File: src/rtl/pixel_shade_pkg.sv
// Shared types and helpers for the pixel shading pipeline.
// Latency: n/a (types, constants and a pure function only).
// Backpressure: n/a.
package pixel_shade_pkg;

  // Hit distance is carried at a fixed width so the record type needs no parameter;
  // the top zero-extends its T_W-bit input into it (T_W must not exceed this).
  localparam int REC_T_W = 32;

  typedef enum logic [1:0] {
    COL_RED     = 2'd0,
    COL_BLUE    = 2'd1,
    COL_WHITE   = 2'd2,
    COL_MAGENTA = 2'd3
  } color_e;

  // Sideband that travels with every pixel through all stages.
  typedef struct packed {
    logic [10:0]        x;
    logic [9:0]         y;
    logic               hit;
    logic               fog_en;
    logic [REC_T_W-1:0] t;
  } rec_t;

  // Face brightness in eighths; the unused face codes 6/7 get full brightness.
  function automatic logic [3:0] shade_weight(input logic [2:0] dir);
    case (dir)
      3'd0:    shade_weight = 4'd8;
      3'd1:    shade_weight = 4'd7;
      3'd2:    shade_weight = 4'd6;
      3'd3:    shade_weight = 4'd6;
      3'd4:    shade_weight = 4'd5;
      3'd5:    shade_weight = 4'd4;
      default: shade_weight = 4'd8;
    endcase
  endfunction

endpackage

File: src/rtl/rgb_lerp.sv
// Per-channel fog blend: (c*(2^W - f) + bg*f) >> W, truncating.
// Latency: combinational, 0 cycles.
// Backpressure: none; the caller registers the result under its own enable.
module rgb_lerp #(
  parameter int COLOR_W = 4
) (
  input  logic [COLOR_W-1:0] c,
  input  logic [COLOR_W-1:0] bg,
  input  logic [COLOR_W-1:0] f,
  output logic [COLOR_W-1:0] mix
);

  localparam int SUM_W = 2*COLOR_W + 1;

  logic [COLOR_W:0]   w_c;
  logic [SUM_W-1:0]   sum;
  logic               unused_sum;

  // Weight of the surface colour; f never exceeds 2^W-1 so this stays >= 1.
  assign w_c = (COLOR_W+1)'(1 << COLOR_W) - (COLOR_W+1)'(f);
  assign sum = SUM_W'(c) * SUM_W'(w_c) + SUM_W'(bg) * SUM_W'(f);

  // The blend never exceeds (2^W-1)*2^W, so the top bit is always zero.
  assign mix        = sum[2*COLOR_W-1:COLOR_W];
  assign unused_sum = ^sum;

endmodule

File: src/rtl/pixel_shade_pipe.sv
// Three-stage pixel shader: base colour, face shade, depth fog toward background.
// Latency: 3 cycles from input transfer to m_valid_out; 1 pixel per cycle.
// Backpressure: one global advance (!m_valid_out || m_ready_in) stalls every stage together.
module pixel_shade_pipe
  import pixel_shade_pkg::*;
#(
  parameter int COLOR_W   = 4,
  parameter int T_W       = 16,
  parameter int FOG_SHIFT = 6,
  parameter int H_ACTIVE  = 1024,
  parameter int V_ACTIVE  = 768
) (
  input  logic                 clk_in,
  input  logic                 rst_in,
  input  logic                 s_valid_in,
  output logic                 s_ready_out,
  input  logic [10:0]          x_in,
  input  logic [9:0]           y_in,
  input  logic                 hit_in,
  input  logic [1:0]           color_in,
  input  logic [2:0]           dir_in,
  input  logic [T_W-1:0]       t_in,
  input  logic                 fog_en_in,
  input  logic [3*COLOR_W-1:0] bg_rgb_in,
  output logic                 m_valid_out,
  input  logic                 m_ready_in,
  output logic [10:0]          x_out,
  output logic [9:0]           y_out,
  output logic [COLOR_W-1:0]   r_out,
  output logic [COLOR_W-1:0]   g_out,
  output logic [COLOR_W-1:0]   b_out,
  output logic                 frame_done_out
);

  // Channel order inside a packed triple: [2]=r, [1]=g, [0]=b, matching bg_rgb_in.
  typedef logic [2:0][COLOR_W-1:0] rgb_t;

  localparam logic [COLOR_W-1:0] CMAX   = '1;
  localparam logic [COLOR_W-1:0] CZERO  = '0;
  localparam logic [10:0]        X_LAST = 11'(H_ACTIVE - 1);
  localparam logic [9:0]         Y_LAST = 10'(V_ACTIVE - 1);

  logic                          adv;
  logic                          s1_vld, s2_vld;
  rec_t                          in_rec, s1_rec, s2_rec;
  rgb_t                          bg_rgb, base_rgb, s1_rgb, shade_rgb, s2_rgb, lerp_rgb, fog_rgb;
  logic [2:0]                    s1_dir;
  logic [2:0][COLOR_W+3:0]       prod;
  logic                          unused_prod;
  logic [REC_T_W-1:0]            t_shift;
  logic [COLOR_W-1:0]            fog_f;

  // A bubble at the output lets the whole pipe move even while downstream is stalled.
  assign adv         = !m_valid_out || m_ready_in;
  assign s_ready_out = adv;
  assign bg_rgb      = bg_rgb_in;

  // Stage 1: pack the sideband and pick the base colour (background on a miss).
  always_comb begin
    in_rec        = '0;
    in_rec.x      = x_in;
    in_rec.y      = y_in;
    in_rec.hit    = hit_in;
    in_rec.fog_en = fog_en_in;
    in_rec.t      = REC_T_W'(t_in);
    base_rgb      = bg_rgb;
    if (hit_in) begin
      case (color_e'(color_in))
        COL_RED:     base_rgb = {CMAX,  CZERO, CZERO};
        COL_BLUE:    base_rgb = {CZERO, CZERO, CMAX};
        COL_WHITE:   base_rgb = {CMAX,  CMAX,  CMAX};
        COL_MAGENTA: base_rgb = {CMAX,  CZERO, CMAX};
        default:     base_rgb = bg_rgb;
      endcase
    end
  end

  // Stage 2: scale each channel by the face weight in eighths; misses pass through.
  always_comb begin
    prod      = '0;
    shade_rgb = s1_rgb;
    for (int i = 0; i < 3; i++) begin
      prod[i] = (COLOR_W+4)'(s1_rgb[i]) * (COLOR_W+4)'(shade_weight(s1_dir));
      if (s1_rec.hit) shade_rgb[i] = prod[i][COLOR_W+2:3];
    end
  end
  assign unused_prod = ^prod;

  // Stage 3: fog factor saturates at full-scale so far hits keep a sliver of colour.
  always_comb begin
    t_shift = s2_rec.t >> FOG_SHIFT;
    fog_f   = (t_shift > REC_T_W'(CMAX)) ? CMAX : t_shift[COLOR_W-1:0];
    fog_rgb = (s2_rec.hit && s2_rec.fog_en) ? lerp_rgb : s2_rgb;
  end

  for (genvar i = 0; i < 3; i++) begin : g_lerp
    rgb_lerp #(.COLOR_W(COLOR_W)) u_lerp (
      .c   (s2_rgb[i]),
      .bg  (bg_rgb[i]),
      .f   (fog_f),
      .mix (lerp_rgb[i])
    );
  end

  // Stage 1 register.
  always_ff @(posedge clk_in or negedge rst_in) begin
    if (!rst_in) begin
      s1_vld <= 1'b0;
      s1_rec <= '0;
      s1_rgb <= '0;
      s1_dir <= '0;
    end else if (adv) begin
      s1_vld <= s_valid_in;
      s1_rec <= in_rec;
      s1_rgb <= base_rgb;
      s1_dir <= dir_in;
    end
  end

  // Stage 2 register.
  always_ff @(posedge clk_in or negedge rst_in) begin
    if (!rst_in) begin
      s2_vld <= 1'b0;
      s2_rec <= '0;
      s2_rgb <= '0;
    end else if (adv) begin
      s2_vld <= s1_vld;
      s2_rec <= s1_rec;
      s2_rgb <= shade_rgb;
    end
  end

  // Output register; holds stable whenever downstream stalls a valid pixel.
  always_ff @(posedge clk_in or negedge rst_in) begin
    if (!rst_in) begin
      m_valid_out <= 1'b0;
      x_out       <= '0;
      y_out       <= '0;
      r_out       <= '0;
      g_out       <= '0;
      b_out       <= '0;
    end else if (adv) begin
      m_valid_out <= s2_vld;
      x_out       <= s2_rec.x;
      y_out       <= s2_rec.y;
      r_out       <= fog_rgb[2];
      g_out       <= fog_rgb[1];
      b_out       <= fog_rgb[0];
    end
  end

  // Frame-done pulse follows the accepted last pixel; updated every cycle so it stays one cycle wide.
  always_ff @(posedge clk_in or negedge rst_in) begin
    if (!rst_in) begin
      frame_done_out <= 1'b0;
    end else begin
      frame_done_out <= m_valid_out && m_ready_in && (x_out == X_LAST) && (y_out == Y_LAST);
    end
  end

endmodule

File: config.mk
export PLATFORM = sky130hd
export DESIGN_NAME = pixel_shade_pipe
export DESIGN_NICKNAME = d
export VERILOG_FILES = /design/src/rtl/pixel_shade_pkg.sv /design/src/rtl/rgb_lerp.sv /design/src/rtl/pixel_shade_pipe.sv
export SDC_FILE = /design/constraint.sdc
export NUM_CORES = 1
export LEC_CHECK = 0
export ABC_AREA = 0
export BUFFER_PORTS_ARGS = -buffer_cell sky130_fd_sc_hd__buf_4
export CAP_MARGIN = 20
export CORE_MARGIN = 5
export CORE_UTILIZATION = 40
export DETAILED_ROUTE_END_ITERATION = 16
export GPL_ROUTABILITY_DRIVEN = 0
export HOLD_SLACK_MARGIN = 0.08
export SYNTH_ARGS = -nofsm -noshare
export SYNTH_HDL_FRONTEND = slang
export SYNTH_SLANG_ARGS = --single-unit
export TNS_END_PERCENT = 20
File: constraint.sdc
create_clock -name clk_in -period 6.39 [get_ports clk_in]
set_input_delay 0.3195 -clock clk_in [delete_from_list [all_inputs] [get_ports clk_in]]
set_output_delay 0.3195 -clock clk_in [all_outputs]
set_load 0.05 [all_outputs]
### After elaboration in Yosys (flattened, before gate mapping)

Cells that the tools add are included.

* output and inout port bits: 36
* bits of input ports: 60
* bits in registers: 142

* reductions and logical operators: 8
* magnitude comparators: 1
* $mul: 9
* equal/unequal tests: 10
* muxes and demuxes: 8
* add/sub/neg operators: 4

Operators by type and width (number)
* one-hot mux 12 bit (4 select lines): 1
* adder 8 bit: 3
* multiplier 4 x 4 -> 8 bit: 3
* multiplier 4 x 5 -> 8 bit: 3
* 2-to-1 mux 12 bit: 2
* multiplier 4 x 4 -> 7 bit: 3
* 2-to-1 mux 4 bit: 4
* one-hot mux 4 bit (4 select lines): 1
* equality test 11 x 10 -> 1 bit, second input constant: 1
* equality test 10 bit, second input constant: 1
* greater-than comparator 10 x 4 -> 1 bit, second input constant: 1
* equality test 3 x 2 -> 1 bit, second input constant: 2
* equality test 3 bit, second input constant: 2
* subtractor 5 x 4 -> 5 bit, first input constant: 1
* equality test 2 bit, second input constant: 2
* logical AND 1 bit: 4
* equality test 3 x 1 -> 1 bit, second input constant: 1
* equality test 2 x 1 -> 1 bit, second input constant: 1
* zero test 2 bit: 1
* OR reduction 2 bit: 1
* zero test 1 bit: 1
* logical OR 1 bit: 1

### Depth between registers and ports, before layout

* word-level depth: 6
* depth in mapped cells: 22

### Cells and area by module

From an unflattened synthesis, not the netlist that was laid out.

* cell total of the unflattened synthesis: 1076
* area, all modules: 9485.3 µm²

Modules (own cells, without submodules)
* pixel_shade_pipe: seq. area each 3253.1 µm², instances 1, cells an instance 710, area each 6277.3 µm²
* rgb_lerp (g_lerp[0].u_lerp ...): seq. area each 0.0 µm², instances 2, cells an instance 122, area each 1068.5 µm²
* rgb_lerp (g_lerp[2].u_lerp): seq. area each 0.0 µm², instances 1, cells an instance 122, area each 1071.0 µm²

### Worst setup path before layout

No wires, ideal clock.

* path type: flip-flop to flip-flop
* start point: register s2_rec[14] (netlist name)
* end point: register r_out[2]
* setup slack: 0.795 ns
* cell stages (with the launch flop): 22
* period minus slack after synthesis: 5.595 ns
* setup time: 0.127 ns
* arrival time: 5.468 ns
* data required time: 6.263 ns
* path buffers: 3
* cells stage by stage: dfrtp_1 or4_4 or3_4 clkbuf_1 clkbuf_1 inv_1 ha_1 clkbuf_1 nand2_1 fa_1 fa_1 inv_1 fa_1 inv_1 fa_1 inv_1 ha_1 and4b_1 a31o_1 a21oi_1 mux2i_1 nand3_1

* cells in the longest elaborated chain, start to end: 6

Ends and longest elaborated chain
* start, declared: RTL line pixel_shade_pipe.sv:45 `rec_t in_rec, s1_rec, s2_rec;`
* start signal, assigned: RTL line pixel_shade_pipe.sv:128 `s2_rec <= s1_rec;`
* greater-than comparator 10 x 4 -> 1 bit (*): RTL line pixel_shade_pipe.sv:92 `fog_f = (t_shift > REC_T_W'(CMAX)) ? CMAX : t_shift[COLOR_W-1:0];`
* 2-to-1 mux 4 bit (*): RTL line pixel_shade_pipe.sv:92
* subtractor 5 x 4 -> 5 bit: RTL line rgb_lerp.sv:20 `assign w_c = (COLOR_W+1)'(1 << COLOR_W) - (COLOR_W+1)'(f);`
* multiplier 4 x 5 -> 8 bit: RTL line rgb_lerp.sv:21 `assign sum = SUM_W'(c) * SUM_W'(w_c) + SUM_W'(bg) * SUM_W'(f);`
* adder 8 bit (*): RTL line rgb_lerp.sv:21
* 2-to-1 mux 12 bit (*): RTL line pixel_shade_pipe.sv:93 `fog_rgb = (s2_rec.hit && s2_rec.fog_en) ? lerp_rgb : s2_rgb;`
* end signal, assigned: RTL line pixel_shade_pipe.sv:146 `r_out <= fog_rgb[2];`
* end, declared: RTL line pixel_shade_pipe.sv:29 `output logic [COLOR_W-1:0] r_out,`

Mark *: on every way between the ends. The rest lies on a longest branch, timed or not.
A chain may end at the register's enable or synchronous reset.

### Final worst setup path

Same ends and word-level chain as after synthesis.

==> results.cfg <==
[grt]
grt_pass1_wl_um = 36330
antenna_found_initial = 0
overflow = 0
grt_usage_pct = 16.73
grt_max_degree = 95
grt_pass1_vias = 7295

[setup_path]
path_class = reg2reg
reg2reg_depth = 18
reg2reg_slack_ps = 660
crit_path_end_kind = register
crit_path_max_fanout = 13
cp_data_required_time_ps = 6690
rr_endpoint = r_out[2]
r2r_start = s2_rec[14]
worst_setup_path_start_kind = register
cp.arrival_ps = 6030

[final_layout]
layout-drive-gt1-share_pct = 12.51
fin_nets = 1369
final_cell_mix = nand2_1, dfrtp_1, inv_1, buf_4, and2_1
final_common_cell = nand2_1
n_antenna_cell = 0
fill_cells = 2306
area_growth_pct = 18.24

[sta]
fin_skew_ps = 11.35
hold_viol_final = 0
max_freq_mhz = 174.7
slew_viol_final = 0
worstMarginPinSlew_ps = 931.2
relSlewSlack_pct = 37.92
setup_viol = 0
rsz0062_at_grt = false
fin_tns_setup_ps = 0
fin_crit_sh_pct = 89.59
min_period_ps = 5725

[clock_network]
htreeDepth = 4
clk_pin_slew_ps = 70
numCtsBuffers = 17
cts_sinks = 130
clk_latency_ps = 430
clockBufferDepth = 2
cts_tree = done
cts_root_buf = clkbuf_16
postCtsSetupRepairBufs = 0

[yosys]
yosys.area.top_type_share_pct = 34.41
synth_area_leaders = dfrtp_1, nand2_1, fa_1
synth-seq-area-share_pct = 34.41
synthCells = 1087
syn_area_per_cell_sq_um = 8.699
ys_ff_latch = 130
netlist_area_sq_um = 9455
ys_types = 49
synth_largest_area_cell = dfrtp_1
synth_warnings = 0
syn_nets = 1286

[pwr]
total_power_uw = 5331
cellPowerDensity_nw_per_um2 = 476.8
p_leak_uw = 0.005814
max-vdd-ir-drop_v = 0.0001919

[floorplan]
initial_core_util_pct = 40.40
rows = 56
die_h_um = 163.7
ioPinCount = 96
dieArea_sq_um = 26810
floorplan.core_area_sq_um = 23400
die_w_um = 163.7

[routing]
wl_per_cell_um = 13.96
dr.pass1.iters = 4
ant_nets = 0
drt-initial-drc-count = 287
viasPerCell = 4.722
vias = 7093
drc_errors = 0
wl_um = 20970

[worst_hold_path]
min_to = s1_rec[44]
hold_depth = 3
min_path_type = in2reg
hp-start = x_in[0]

[flow_run]
drv_cap = 0

[status]
outcome = completed

[placement]
dp_hpwl_um = 15100
portBuffers = 89
sequential cells by signal, summed over array words and instances, names as in the netlist:
register and flops:
s2_rgb 12, s2_vld 1, s1_vld 1, s2_rec 33
frame_done_out 1, b_out 4, y_out 10, r_out 4
s1_rgb 12, g_out 4, s1_dir 3, s1_rec 33
m_valid_out 1, x_out 11
metrics by stage:
| stage | std cells | setup WS [ps] | cell area (sq um) | hold slack, ps | util (%) |
|---|---|---|---|---|---|
| 3_5_place_dp | 1452 | 653.0 | 10400 | 404.6 | 44.42 |
| 6_report | 1502 | 665.0 | 11180 | 94.11 | 47.77 |
| 4_1_cts | 1502 | 641.2 | 11180 | 80.14 | 47.77 |
| 5_1_grt | 1502 | 393.2 | 11180 | 80.39 | 47.77 |
| 2_1_floorplan | 1087 | 794.8 | 9455 | 23.91 | - |
| 3_3_place_gp | 1452 | 690.1 | 10400 | 389.9 | 44.42 |
synth_stat cells (all sizes together):
cell type / n
o21a: 4
a22oi: 6
o31ai: 4
or4: 2
or4b: 1
clkbuf: 49
mux2i: 13
nor3: 4
nor4b: 2
nand4: 5
a31o: 5
a21o: 8
nor2b: 13
buf: 2
nor4: 1
and3: 6
or2b: 1
ha: 76
o32ai: 2
nand3b: 3
o41a: 1
nor3b: 8
xor2: 6
a211oi: 5
fa: 63
o21ai: 32
nand2b: 6
and4b: 2
o41ai: 2
inv: 102
nor2: 17
dfrtp: 130
and2: 85
nand3: 1
nand4b: 1
nand2: 363
or2: 2
or3: 6
a21oi: 24
xnor2: 24
area by class of cell:
type | instances | area (sq um) | share of cell area [%]
sequential | 130 | 3253 | 29.10
multi-input combinational | 804 | 5627 | 50.33
clock buffer | 17 | 425.4 | 3.805
tap | 319 | 399.1 | 3.570
clock inverter | 15 | 178.9 | 1.600
inverter | 102 | 384.1 | 3.436
timing repair buffer | 115 | 912.1 | 8.159
worst max-delay path by stage:
stage	start	slack [ps]	end
2_1_floorplan	s2_rec[14]	790	r_out[2]
3_3_place_gp	s2_rec[14]	690	r_out[2]
3_5_place_dp	s2_rec[14]	650	r_out[2]
4_1_cts	s2_rec[14]	640	r_out[2]
5_1_grt	s2_rec[14]	390	b_out[2]
6_report	s2_rec[14]	660	r_out[2]
logic make-up (layout without fill, tap and decap cells):
family          Yosys count  after routing  synth area share [%]
compound gates           93             93                 6.471
xor+xnor                 30             30                 2.779
fa+ha+maj               139            139                 23.40
buf+inv                 153            249                 6.166
flops                   130            130                 34.41
mux                      13             13                 1.376
simple gates            529            529                 25.41
worst max-delay path: stages, from the launching register on:
cell     delay (ps)
dfrtp_1         380
or4_4           580
or3_2           650
inv_1           110
ha_1            330
nand2_1         130
fa_1            430
fa_1            490
inv_1            60
fa_1            520
inv_1            50
fa_1            520
inv_1            40
ha_1            270
and4b_1         180
a31o_1          260
a21oi_1         280
mux2i_1         240
nand3_1          90
per-layer routing:
| metal | vias to the layer above | GRT usage (%) | part of all wire [%] | routed length, um |
|---|---|---|---|---|
| li1 | 3576 | - | - | - |
| met1 | 3410 | 23.11 | 48 | 10110 |
| met2 | 93 | 27.81 | 48 | 10090 |
| met3 | 14 | 2.660 | 2.7 | 575 |
| met4 | 0 | 3.889 | 0.93 | 195 |
| met5 | - | 0 | 0 | 0 |
where the power goes:
part / switching, uW / internal, uW
logic: 1740 / 1200
clock network: 457 / 530
registers: 290 / 1120
total: 2490 / 2840
what timing repair did:
item                                   4_1_cts  5_1_grt
hold buffers                                18        0
endpoints found under the hold margin       90        0
resized for setup                            0        0
Power figures use the tool's default switching activity.
